`src/rtl/rv32_pkg.sv`:
```
// Shared RV32I decode definitions: opcodes, ALU encodings, immediate formats
// and the control bundle carried through the ID/EX register.
package rv32_pkg;

  localparam logic [6:0] OPC_OP     = 7'b0110011;
  localparam logic [6:0] OPC_OP_IMM = 7'b0010011;
  localparam logic [6:0] OPC_LOAD   = 7'b0000011;
  localparam logic [6:0] OPC_STORE  = 7'b0100011;
  localparam logic [6:0] OPC_BRANCH = 7'b1100011;
  localparam logic [6:0] OPC_LUI    = 7'b0110111;
  localparam logic [6:0] OPC_AUIPC  = 7'b0010111;
  localparam logic [6:0] OPC_JAL    = 7'b1101111;
  localparam logic [6:0] OPC_JALR   = 7'b1100111;

  typedef enum logic [3:0] {
    ALU_ADD    = 4'd0,
    ALU_SUB    = 4'd1,
    ALU_SLL    = 4'd2,
    ALU_SLT    = 4'd3,
    ALU_SLTU   = 4'd4,
    ALU_XOR    = 4'd5,
    ALU_SRL    = 4'd6,
    ALU_SRA    = 4'd7,
    ALU_OR     = 4'd8,
    ALU_AND    = 4'd9,
    ALU_PASS_B = 4'd10
  } alu_op_e;

  typedef enum logic [2:0] {
    IMM_NONE = 3'd0,
    IMM_I    = 3'd1,
    IMM_S    = 3'd2,
    IMM_B    = 3'd3,
    IMM_U    = 3'd4,
    IMM_J    = 3'd5
  } imm_fmt_e;

  typedef struct packed {
    alu_op_e alu_op;
    logic    alu_src_imm;
    logic    alu_src_pc;
    logic    reg_write;
    logic    mem_read;
    logic    mem_write;
    logic    branch;
    logic    jump;
    logic    illegal;
  } ctrl_t;

  localparam ctrl_t CTRL_NOP = '{
    alu_op:      ALU_ADD,
    alu_src_imm: 1'b0,
    alu_src_pc:  1'b0,
    reg_write:   1'b0,
    mem_read:    1'b0,
    mem_write:   1'b0,
    branch:      1'b0,
    jump:        1'b0,
    illegal:     1'b0
  };

  // funct3 selects the operation; alt (funct7[5]) picks SUB/SRA where meaningful
  function automatic alu_op_e alu_from_funct3(input logic [2:0] funct3, input logic alt);
    alu_op_e op;
    case (funct3)
      3'b000:  op = alt ? ALU_SUB : ALU_ADD;
      3'b001:  op = ALU_SLL;
      3'b010:  op = ALU_SLT;
      3'b011:  op = ALU_SLTU;
      3'b100:  op = ALU_XOR;
      3'b101:  op = alt ? ALU_SRA : ALU_SRL;
      3'b110:  op = ALU_OR;
      3'b111:  op = ALU_AND;
      default: op = ALU_ADD;
    endcase
    return op;
  endfunction

  function automatic logic op_funct7_ok(input logic [2:0] funct3, input logic [6:0] funct7);
    return (funct7 == 7'b0000000) ||
           ((funct7 == 7'b0100000) && ((funct3 == 3'b000) || (funct3 == 3'b101)));
  endfunction

  function automatic imm_fmt_e imm_fmt_of(input logic [6:0] opcode);
    imm_fmt_e fmt;
    case (opcode)
      OPC_OP_IMM, OPC_LOAD, OPC_JALR: fmt = IMM_I;
      OPC_STORE:                      fmt = IMM_S;
      OPC_BRANCH:                     fmt = IMM_B;
      OPC_LUI, OPC_AUIPC:             fmt = IMM_U;
      OPC_JAL:                        fmt = IMM_J;
      default:                        fmt = IMM_NONE;
    endcase
    return fmt;
  endfunction

endpackage

```
`src/rtl/imm_gen.sv`:
```
// Immediate generator: picks the RV32I immediate format from the opcode and
// returns the value sign-extended from instr[31] to XLEN bits.
module imm_gen
  import rv32_pkg::*;
#(
  parameter int XLEN = 32
) (
  input  logic [31:0]     instr,
  output logic [XLEN-1:0] imm
);

  imm_fmt_e fmt_s;

  assign fmt_s = imm_fmt_of(instr[6:0]);

  // Bit scrambling of each format; B and J are half-word offsets so bit 0 is zero
  always_comb begin
    imm = {XLEN{1'b0}};
    case (fmt_s)
      IMM_I:   imm = {{(XLEN-11){instr[31]}}, instr[30:20]};
      IMM_S:   imm = {{(XLEN-11){instr[31]}}, instr[30:25], instr[11:7]};
      IMM_B:   imm = {{(XLEN-12){instr[31]}}, instr[7], instr[30:25], instr[11:8], 1'b0};
      IMM_U:   imm = {{(XLEN-31){instr[31]}}, instr[30:12], 12'h000};
      IMM_J:   imm = {{(XLEN-20){instr[31]}}, instr[19:12], instr[20], instr[30:21], 1'b0};
      IMM_NONE: imm = {XLEN{1'b0}};
      default: imm = {XLEN{1'b0}};
    endcase
  end

endmodule

```
`src/rtl/decode_stage.sv`:
```
// RV32I decode stage: register-file addressing, write-back bypass, control
// decode, load-use hazard detection and the ID/EX pipeline register.
module decode_stage
  import rv32_pkg::*;
#(
  parameter int              XLEN     = 32,
  parameter logic [XLEN-1:0] RESET_PC = 32'h0000_0000
) (
  input  logic            clk,
  input  logic            reset_n,
  input  logic [XLEN-1:0] instr_i,
  input  logic [XLEN-1:0] pc_i,
  input  logic            instr_valid_i,
  input  logic            flush_i,
  output logic [4:0]      rs1_addr_o,
  output logic [4:0]      rs2_addr_o,
  input  logic [XLEN-1:0] rs1_data_i,
  input  logic [XLEN-1:0] rs2_data_i,
  input  logic [4:0]      wb_addr_i,
  input  logic [XLEN-1:0] wb_data_i,
  input  logic            wb_enable_i,
  output logic            stall_o,
  output logic            ex_valid_o,
  output logic [XLEN-1:0] ex_pc_o,
  output logic [XLEN-1:0] ex_imm_o,
  output logic [XLEN-1:0] ex_rs1_data_o,
  output logic [XLEN-1:0] ex_rs2_data_o,
  output logic [4:0]      ex_rd_addr_o,
  output logic [4:0]      ex_rs1_addr_o,
  output logic [4:0]      ex_rs2_addr_o,
  output logic [3:0]      ex_alu_op_o,
  output logic [2:0]      ex_funct3_o,
  output logic            ex_alu_src_imm_o,
  output logic            ex_alu_src_pc_o,
  output logic            ex_reg_write_o,
  output logic            ex_mem_read_o,
  output logic            ex_mem_write_o,
  output logic            ex_branch_o,
  output logic            ex_jump_o,
  output logic            ex_illegal_o
);

  logic [6:0]      opcode_s;
  logic [2:0]      funct3_s;
  logic [6:0]      funct7_s;
  logic [4:0]      rd_s;
  ctrl_t           ctrl_s;
  logic            use_rs1_s;
  logic            use_rs2_s;
  logic [XLEN-1:0] imm_s;
  logic [XLEN-1:0] rs1_fwd_s;
  logic [XLEN-1:0] rs2_fwd_s;
  logic            load_pending_s;
  logic            hazard_s;
  logic            bubble_s;

  logic            ex_valid_r;
  logic [XLEN-1:0] ex_pc_r;
  logic [XLEN-1:0] ex_imm_r;
  logic [XLEN-1:0] ex_rs1_data_r;
  logic [XLEN-1:0] ex_rs2_data_r;
  logic [4:0]      ex_rd_r;
  logic [4:0]      ex_rs1_addr_r;
  logic [4:0]      ex_rs2_addr_r;
  logic [2:0]      ex_funct3_r;
  ctrl_t           ex_ctrl_r;

  assign opcode_s   = instr_i[6:0];
  assign rd_s       = instr_i[11:7];
  assign funct3_s   = instr_i[14:12];
  assign funct7_s   = instr_i[31:25];
  assign rs1_addr_o = instr_i[19:15];
  assign rs2_addr_o = instr_i[24:20];

  imm_gen #(.XLEN(XLEN)) u_imm_gen (
    .instr (instr_i[31:0]),
    .imm   (imm_s)
  );

  // Control decode and which source registers the instruction actually reads
  always_comb begin
    ctrl_s    = CTRL_NOP;
    use_rs1_s = 1'b0;
    use_rs2_s = 1'b0;
    case (opcode_s)
      OPC_OP: begin
        use_rs1_s = 1'b1;
        use_rs2_s = 1'b1;
        if (op_funct7_ok(funct3_s, funct7_s)) begin
          ctrl_s.alu_op    = alu_from_funct3(funct3_s, funct7_s[5]);
          ctrl_s.reg_write = 1'b1;
        end else begin
          ctrl_s.illegal   = 1'b1;
        end
      end
      OPC_OP_IMM: begin
        use_rs1_s          = 1'b1;
        ctrl_s.alu_op      = alu_from_funct3(funct3_s, funct7_s[5] & (funct3_s == 3'b101));
        ctrl_s.alu_src_imm = 1'b1;
        ctrl_s.reg_write   = 1'b1;
      end
      OPC_LOAD: begin
        use_rs1_s          = 1'b1;
        ctrl_s.alu_src_imm = 1'b1;
        ctrl_s.mem_read    = 1'b1;
        ctrl_s.reg_write   = 1'b1;
      end
      OPC_STORE: begin
        use_rs1_s          = 1'b1;
        use_rs2_s          = 1'b1;
        ctrl_s.alu_src_imm = 1'b1;
        ctrl_s.mem_write   = 1'b1;
      end
      OPC_BRANCH: begin
        use_rs1_s     = 1'b1;
        use_rs2_s     = 1'b1;
        ctrl_s.alu_op = ALU_SUB;
        ctrl_s.branch = 1'b1;
      end
      OPC_LUI: begin
        ctrl_s.alu_op      = ALU_PASS_B;
        ctrl_s.alu_src_imm = 1'b1;
        ctrl_s.reg_write   = 1'b1;
      end
      OPC_AUIPC: begin
        ctrl_s.alu_src_imm = 1'b1;
        ctrl_s.alu_src_pc  = 1'b1;
        ctrl_s.reg_write   = 1'b1;
      end
      OPC_JAL: begin
        ctrl_s.jump      = 1'b1;
        ctrl_s.reg_write = 1'b1;
      end
      OPC_JALR: begin
        use_rs1_s          = 1'b1;
        ctrl_s.alu_src_imm = 1'b1;
        ctrl_s.jump        = 1'b1;
        ctrl_s.reg_write   = 1'b1;
      end
      default: begin
        ctrl_s.illegal = 1'b1;
      end
    endcase
    // x0 is never written, so suppress the write-back request up front
    ctrl_s.reg_write = ctrl_s.reg_write & (rd_s != 5'd0);
  end

  // The register file is read before the same-cycle write lands; forward it here
  assign rs1_fwd_s = (wb_enable_i && (wb_addr_i != 5'd0) && (wb_addr_i == rs1_addr_o)) ?
                     wb_data_i : rs1_data_i;
  assign rs2_fwd_s = (wb_enable_i && (wb_addr_i != 5'd0) && (wb_addr_i == rs2_addr_o)) ?
                     wb_data_i : rs2_data_i;

  assign load_pending_s = ex_valid_r & ex_ctrl_r.mem_read & (ex_rd_r != 5'd0);
  assign hazard_s       = load_pending_s & instr_valid_i &
                          ((use_rs1_s & (ex_rd_r == rs1_addr_o)) |
                           (use_rs2_s & (ex_rd_r == rs2_addr_o)));
  // A redirect discards the dependent instruction, so there is nothing to hold
  assign stall_o        = hazard_s & ~flush_i;
  assign bubble_s       = flush_i | ~instr_valid_i | hazard_s;

  // ID/EX register: bubbles clear valid and control, datapath fields are left as-is
  always_ff @(posedge clk or negedge reset_n) begin
    if (!reset_n) begin
      ex_valid_r    <= 1'b0;
      ex_pc_r       <= RESET_PC;
      ex_imm_r      <= {XLEN{1'b0}};
      ex_rs1_data_r <= {XLEN{1'b0}};
      ex_rs2_data_r <= {XLEN{1'b0}};
      ex_rd_r       <= 5'd0;
      ex_rs1_addr_r <= 5'd0;
      ex_rs2_addr_r <= 5'd0;
      ex_funct3_r   <= 3'd0;
      ex_ctrl_r     <= CTRL_NOP;
    end else if (bubble_s) begin
      ex_valid_r    <= 1'b0;
      ex_ctrl_r     <= CTRL_NOP;
    end else begin
      ex_valid_r    <= 1'b1;
      ex_pc_r       <= pc_i;
      ex_imm_r      <= imm_s;
      ex_rs1_data_r <= rs1_fwd_s;
      ex_rs2_data_r <= rs2_fwd_s;
      ex_rd_r       <= rd_s;
      ex_rs1_addr_r <= rs1_addr_o;
      ex_rs2_addr_r <= rs2_addr_o;
      ex_funct3_r   <= funct3_s;
      ex_ctrl_r     <= ctrl_s;
    end
  end

  assign ex_valid_o       = ex_valid_r;
  assign ex_pc_o          = ex_pc_r;
  assign ex_imm_o         = ex_imm_r;
  assign ex_rs1_data_o    = ex_rs1_data_r;
  assign ex_rs2_data_o    = ex_rs2_data_r;
  assign ex_rd_addr_o     = ex_rd_r;
  assign ex_rs1_addr_o    = ex_rs1_addr_r;
  assign ex_rs2_addr_o    = ex_rs2_addr_r;
  assign ex_alu_op_o      = ex_ctrl_r.alu_op;
  assign ex_funct3_o      = ex_funct3_r;
  assign ex_alu_src_imm_o = ex_ctrl_r.alu_src_imm;
  assign ex_alu_src_pc_o  = ex_ctrl_r.alu_src_pc;
  assign ex_reg_write_o   = ex_ctrl_r.reg_write;
  assign ex_mem_read_o    = ex_ctrl_r.mem_read;
  assign ex_mem_write_o   = ex_ctrl_r.mem_write;
  assign ex_branch_o      = ex_ctrl_r.branch;
  assign ex_jump_o        = ex_ctrl_r.jump;
  assign ex_illegal_o     = ex_ctrl_r.illegal;

endmodule

```
`config.mk`:
```
export PLATFORM = sky130hd
export DESIGN_NAME = decode_stage
export DESIGN_NICKNAME = d
export VERILOG_FILES = /design/src/rtl/rv32_pkg.sv /design/src/rtl/imm_gen.sv /design/src/rtl/decode_stage.sv
export SDC_FILE = /design/constraint.sdc
export NUM_CORES = 1
export LEC_CHECK = 0
export ABC_AREA = 1
export ABC_CLOCK_PERIOD_IN_PS = 4100
export BUFFER_PORTS_ARGS = -buffer_cell sky130_fd_sc_hd__buf_4
export CORE_MARGIN = 2
export CORE_UTILIZATION = 46
export DETAILED_ROUTE_END_ITERATION = 8
export PLACE_DENSITY_LB_ADDON = 0.1
export SLEW_MARGIN = 10
export SYNTH_ARGS = -nofsm -noshare
export SYNTH_HDL_FRONTEND = slang
export SYNTH_SLANG_ARGS = --single-unit
```
`constraint.sdc`:
```
create_clock -name clk -period 4.1 [get_ports clk]
set_input_delay 0.615 -clock clk [delete_from_list [all_inputs] [get_ports clk]]
set_output_delay 0.615 -clock clk [all_outputs]
set_load 0.02 [all_outputs]
```
==> flow_metrics.tcl, run 1 <==
set metrics [dict create \
    clk_pin_slew_ps 60 \
    postSynthCellCount 1140 \
    maxCapViolCount 0 \
    cp-start-kind "input pin" \
    cp.arrival_ps 2250 \
    hpwl_um 20270 \
    status "finished clean" \
    wirelength_um 28900 \
    postRouteAntennaNets 0 \
    leakagePower_nw 6.566 \
    core_region_area_um2 17840 \
    critical_path_class "input pin to primary output" \
    r2r-start "ex_rd_addr_o[3]" \
    hold_viol_final 0 \
    avgViaCountPerCell 5.219 \
    max_stage_delay_ps 520 \
    synth_largest_area_cell "dfrtp_1" \
    cts_tree "built" \
    cp_num_buf_inv 2 \
    layout-drive-gt1-share 0.2763 \
    slowest_stage "nor3_4" \
    yosysSeqAreaShare 0.4777 \
    async_flop_share 1.000 \
    dp.cells 1630 \
    dr_total_vias 8674 \
    clk_path_buf_depth 2 \
    ys_ff_latch 159 \
    endpoint_kind "primary output" \
    fin_crit_ps 2870 \
    reg2reg_slack_ps 1890 \
    antenna_found_initial 0 \
    ios 340 \
    area_growth_pct 37.46 \
    h-tree-depth 4 \
    hold_buffers 0 \
    seqPwrFrac 0.414 \
    cts_sinks 159 \
    fmax_mhz 348.4 \
    clockRootBuffer "clkbuf_16" \
    ys.flop_type "dfrtp_1" \
    r2r_cells 10 \
    drc_errors 0 \
    overflow 0 \
    power.switching_mw 1.389 \
    design_power_total_mw 4.407 \
    die_x_um 138.6 \
    critical_path_peak_fanout 26 \
    dieArea_um2 19200 \
    max_slew_margin 0.4692 \
    syn-num-nets 1310 \
    rsz0062_at_grt "no" \
    synth.area.top_cells "dfrtp_1 (48%), nand2_1 (22%), nand3_1 (15%)" \
    drtPass1Iterations 5 \
    finalNonFillerCells 1662 \
    track_usage 0.2986 \
    gp_congestion 0.8896 \
    io_buffers 339 \
    cts_resized 0 \
    setup_viol 0 \
    clk_latency_ps 430 \
    synth_edf_count 0 \
    cpLargestDelayFamily "simple AND/OR/NAND/NOR gates" \
    drtIter0Drc 638 \
    grt_max_degree 125 \
    start_util 0.4669 \
    p_sw_frac 0.3151 \
    grt_pass1_wl_um 45490 \
    nNetsFinal 1590 \
    ir_worst_vdd_uv 307.5 \
    slew_viol_final 0 \
    netlist_area_um2 8329 \
    pwr-share-comb 0.236 \
    fin_crit_sh 0.7000 \
    grt_pass1_vias 8205 \
    worst_slew_pin_slew_ps 794.2 \
    die-height_um 138.6 \
    fin_worst_skew_ps 11.58 \
    wire_per_inst_um 17.39 \
    min_path_type "input pin to async pin" \
    synth.avg_cell_area_um2 7.306 \
    path_cells "buf_4, nand2_1, nor3_4, nand2_2, nand3_1, nand2_1, nand2_1, nand2_4, nor2_1, buf_4" \
    cpMostUsedCell "nand2_1" \
    diodes 0 \
    r2r_end "ex_alu_op_o[2]" \
    cellPowerDensity_nw_per_um2 384.9 \
    synth_cell_type_count 25 \
    tns_ps 0 \
    postCtsSetupBuffers 0 \
    yosys_warnings 0 \
    synth_top_area_share 0.4777 \
    rows 49 \
    fillCellCount 1632 \
    crit_required_ps 3480 \
    clockPowerShare 0.350 \
    p_int_mw 3.018 \
    cts_made_buffers 17 \
]
-- synth_stat cells (all sizes together), types with 2 or more instances --
cell,n
o21ai,8
nor2,42
nand3b,6
buf,44
nor3,2
xor2,8
inv,36
o211ai,4
dfrtp,159
clkbuf,48
a21oi,11
nand3,243
nand4,23
nand2,491
a21boi,3
xnor2,9
-- sequential cells by signal (all words and copies together) (netlist names), 3 cells and up --
signal / flops
ex_alu_op_o: 4
ex_funct3_o: 3
ex_imm_o: 32
ex_pc_o: 32
ex_rd_addr_o: 5
ex_rs1_addr_o: 5
ex_rs1_data_o: 32
ex_rs2_addr_o: 5
ex_rs2_data_o: 32
-- stage by stage --
stage	area [um2]	hold WS [ps]	worst slack, ps	utilization
2_1_floorplan	8329	319.4	1636	-
6_report	11450	159.5	1230	0.6418
3_3_place_gp	10880	454.4	1272	0.6097
3_5_place_dp	10880	459.2	1252	0.6097
4_1_cts	11450	175.6	1262	0.6418
5_1_grt	11450	199.9	1079	0.6418
-- metal layers --
metal,vias up,GRT usage,wire length [um]
met2,390,0.4656,13450
met5,-,0,0
met4,0,0.1192,1014
li1,4219,-,-
met1,4007,0.3939,11830
met3,58,0.08840,2594
-- logic make-up after synthesis --
group / Yosys count / synth area share
xor gates and xnor gates: 17 / 0.01788
buffers and inverters: 128 / 0.07120
AOI/OAI and AO/OA: 28 / 0.01983
DFF: 159 / 0.4777
and+or+nand+nor: 808 / 0.4134
-- how the worst max path moves through the flow --
stage | from | endpoint | slack, ps | depth (start not counted)
2_1_floorplan | instr_i[1] | stall_o | 1640 | 11
3_3_place_gp | instr_i[1] | stall_o | 1270 | 10
3_5_place_dp | instr_i[1] | stall_o | 1250 | 10
4_1_cts | instr_i[1] | stall_o | 1260 | 10
5_1_grt | instr_i[1] | stall_o | 1080 | 10
6_report | instr_i[1] | stall_o | 1230 | 10
-- placed cells by master (no fill, tap or decap), types with 2 or more instances in the layout --
cell,netlist,final
nor2_1,42,37
xnor2_1,9,9
inv_1,33,33
buf_4,19,349
a21oi_1,11,11
buf_12,0,3
dfrtp_1,159,159
o21ai_0,8,8
nand3b_1,6,6
nand2_2,4,2
clkinvlp_4,0,2
a21boi_0,3,3
xor2_1,8,8
nand4_1,23,23
nand3_1,243,243
o211ai_1,4,4
inv_2,3,3
clkbuf_1,48,2
nor2_2,0,4
clkinv_4,0,4
nand2_1,487,487
nand2_4,0,2
inv_6,0,4
clkbuf_16,0,17
-- area by class of cell --
| type | instances | area, um2 | share of cell area |
|---|---|---|---|
| sequential | 159 | 3979 | 0.3475 |
| multi-input combinational | 853 | 3785 | 0.3306 |
| tap | 229 | 286.5 | 0.02502 |
| timing repair buffer | 353 | 2691 | 0.2351 |
| inverter | 36 | 135.1 | 0.01180 |
| clock inverter | 12 | 126.4 | 0.01104 |
| clock buffer | 20 | 446.7 | 0.03901 |
-- power by group through the flow --
stage	sequential, mW	combinational (mW)	clock, mW
2_1_floorplan	2.03	0.310	0
3_3_place_gp	1.85	1.03	0
3_5_place_dp	1.85	1.05	0
4_1_cts	1.83	1.05	1.58
5_1_grt	1.85	1.13	1.64
6_report	1.83	1.04	1.54
(Power assumes the default switching activity.)
==> run 2: changes to the inputs <==
Settings changed: ABC_CLOCK_PERIOD_IN_PS 4100 to 2800.
Clock period 4.1 ns to 2.8 ns, I/O delays scaled along.
==> run 2 against run 1 <==
  * First-iteration DRC count grew 2.0%
  * Critical endpoint unchanged
  * Via count grew 1.8%
  * Cell count grew 0.54%
  * Critical path depth is the same
  * Hold slack gained 58 ps
  * Sequential power grew 46%
  * Largest power group unchanged
  * Wire length grew 0.45%
  * Design area grew 1.0%
  * Sequential cell count is the same
  * Global-route usage grew 0.31 points
==> flow_metrics.tcl, run 2 (synthesis gave the netlist of run 1 again) <==
set metrics [dict create \
    cts_made_buffers 17 \
    gp_congestion 0.8987 \
    rows 49 \
    finalNonFillerCells 1671 \
    fillCellCount 1684 \
    min_path_type "input pin to flip-flop" \
    die_x_um 138.6 \
    wirelength_um 29030 \
    start_util 0.4669 \
    drtIter0Drc 651 \
    antenna_found_initial 0 \
    diodes 0 \
    io_buffers 339 \
    nNetsFinal 1599 \
    tns_ps 0 \
    grt_max_degree 114 \
    ios 340 \
    crit_required_ps 2380 \
    clk_pin_slew_ps 70 \
    wire_per_inst_um 17.37 \
    design_power_total_mw 6.524 \
    fmax_mhz 435.9 \
    ir_worst_vdd_uv 437.4 \
    max_slew_margin 0.5691 \
    layout_common_cells "nand2_1 (487), buf_4 (355), nand3_1 (243)" \
    cts_tree "built" \
    seq_area_um2 3979 \
    cts_sinks 159 \
    critical_path_class "flip-flop to primary output" \
    area_growth_pct 38.85 \
    hpwl_um 20720 \
    worst_slew_pin_slew_ps 644.7 \
    die-height_um 138.6 \
    grt_pass1_wl_um 45910 \
    dr_total_vias 8832 \
    drc_errors 0 \
    setup_ws_ps 505.7 \
    clk_latency_ps 430 \
    grt_pass1_vias 8552 \
    pre_cts_ws_ps 555.4 \
    final_common_cell "nand2_1" \
    endpoint_kind "primary output" \
    overflow 0 \
    critical_path_peak_fanout 6 \
    clk_path_buf_depth 2 \
    multi_input_area_um2 3785 \
    clockRootBuffer "clkbuf_16" \
    status "finished clean" \
    setup_viol 0 \
    cp-start-kind "flip-flop" \
    leakagePower_nw 6.628 \
    postRouteAntennaNets 0 \
    drtPass1Iterations 5 \
    avgViaCountPerCell 5.285 \
    core_region_area_um2 17840 \
    fin_worst_skew_ps 12.59 \
    track_usage 0.3017 \
    slew_viol_final 0 \
    dp.cells 1638 \
    h-tree-depth 4 \
    rsz0062_at_grt "no" \
    fin_crit_ps 2294 \
    fin_crit_sh 0.8194 \
    cellPowerDensity_nw_per_um2 564.1 \
    layout-drive-gt1-share 0.2816 \
    cp.arrival_ps 1870 \
    dieArea_um2 19200 \
    reg2reg_slack_ps 830 \
    hold_viol_final 0 \
    maxCapViolCount 0 \
]
==> run 2: cell count changes in the layout (fill, tap and decap cells not counted) <==
cell | before | now
clkbuf_8 | 1 | 3
buf_12 | 3 | 5
clkbuf_1 | 2 | 0
inv_6 | 4 | 3
buf_4 | 349 | 355
dlygate4sd3_1 | 0 | 1
clkinv_4 | 4 | 5
==> run 2: final cells by class <==
type / count / area share
Clock inverter: 12 / 0.01093
Clock buffer: 20 / 0.04036
Tap cell: 229 / 0.02478
Sequential cell: 159 / 0.3440
Inverter: 36 / 0.01168
Multi-Input combinational cell: 853 / 0.3273
Timing Repair Buffer: 362 / 0.2409
==> run 2: worst max-delay path, stage by stage, from the launching register on <==
cell	delay (ps)
dfrtp_1	470
nand2_1	100
o21ai_0	80
nor2_1	130
nand2_1	70
nor2_1	100
nand2_1	60
nand2_1	90
nand2_4	90
nor2_1	120
buf_4	150
==> run 2: path summary, 6_finish.rpt <==
| check | start | endpoint | cells past startpoint |
|---|---|---|---|
| setup / recovery | ex_rd_addr_o[3] | stall_o | 10 |
| hold / removal | pc_i[21] | ex_pc_o[21] | 3 |
| setup reg to reg | ex_rd_addr_o[3] | ex_imm_o[21] | 12 |
| hold reg to reg | ex_imm_o[24] | ex_imm_o[24] | 2 |
| max in group asynchronous | reset_n | ex_pc_o[2] | 3 |
| min in group asynchronous | reset_n | ex_imm_o[9] | 2 |
==> run 2: metrics by stage <==
stage	hold WS, ps	utilization	instance area [um2]
after global placement	341.8	0.6144	10960
after floorplan	124.4	-	8329
after global routing	203.2	0.6482	11560
after detailed placement	339.4	0.6144	10960
after CTS	203.9	0.6482	11560
final	217.7	0.6482	11560
==> run 2: routing by layer <==
metal | share of wire | GRT usage | vias to the layer above
li1 | - | - | 4242
met1 | 0.40 | 0.3822 | 4123
met2 | 0.47 | 0.4755 | 390
met3 | 0.086 | 0.09012 | 77
met4 | 0.045 | 0.1461 | 0
met5 | 0 | 0 | -
==> run 2: power breakdown <==
part | internal, mW | total, mW | switching (mW)
Combinational | 0.634 | 1.53 | 0.898
Clock | 1.32 | 2.32 | 1.00
Sequential | 2.53 | 2.67 | 0.150
Total | 4.48 | 6.52 | 2.05
==> run 2: what timing repair did <==
| item | 4_1_cts | 5_1_grt |
|---|---|---|
| endpoints found under the setup margin | 0 | 0 |
| hold endpoints to repair | 34 | 0 |
| hold buffers | 1 | 0 |
| buffers inserted | 0 | 0 |
| gates resized for setup | 0 | 0 |
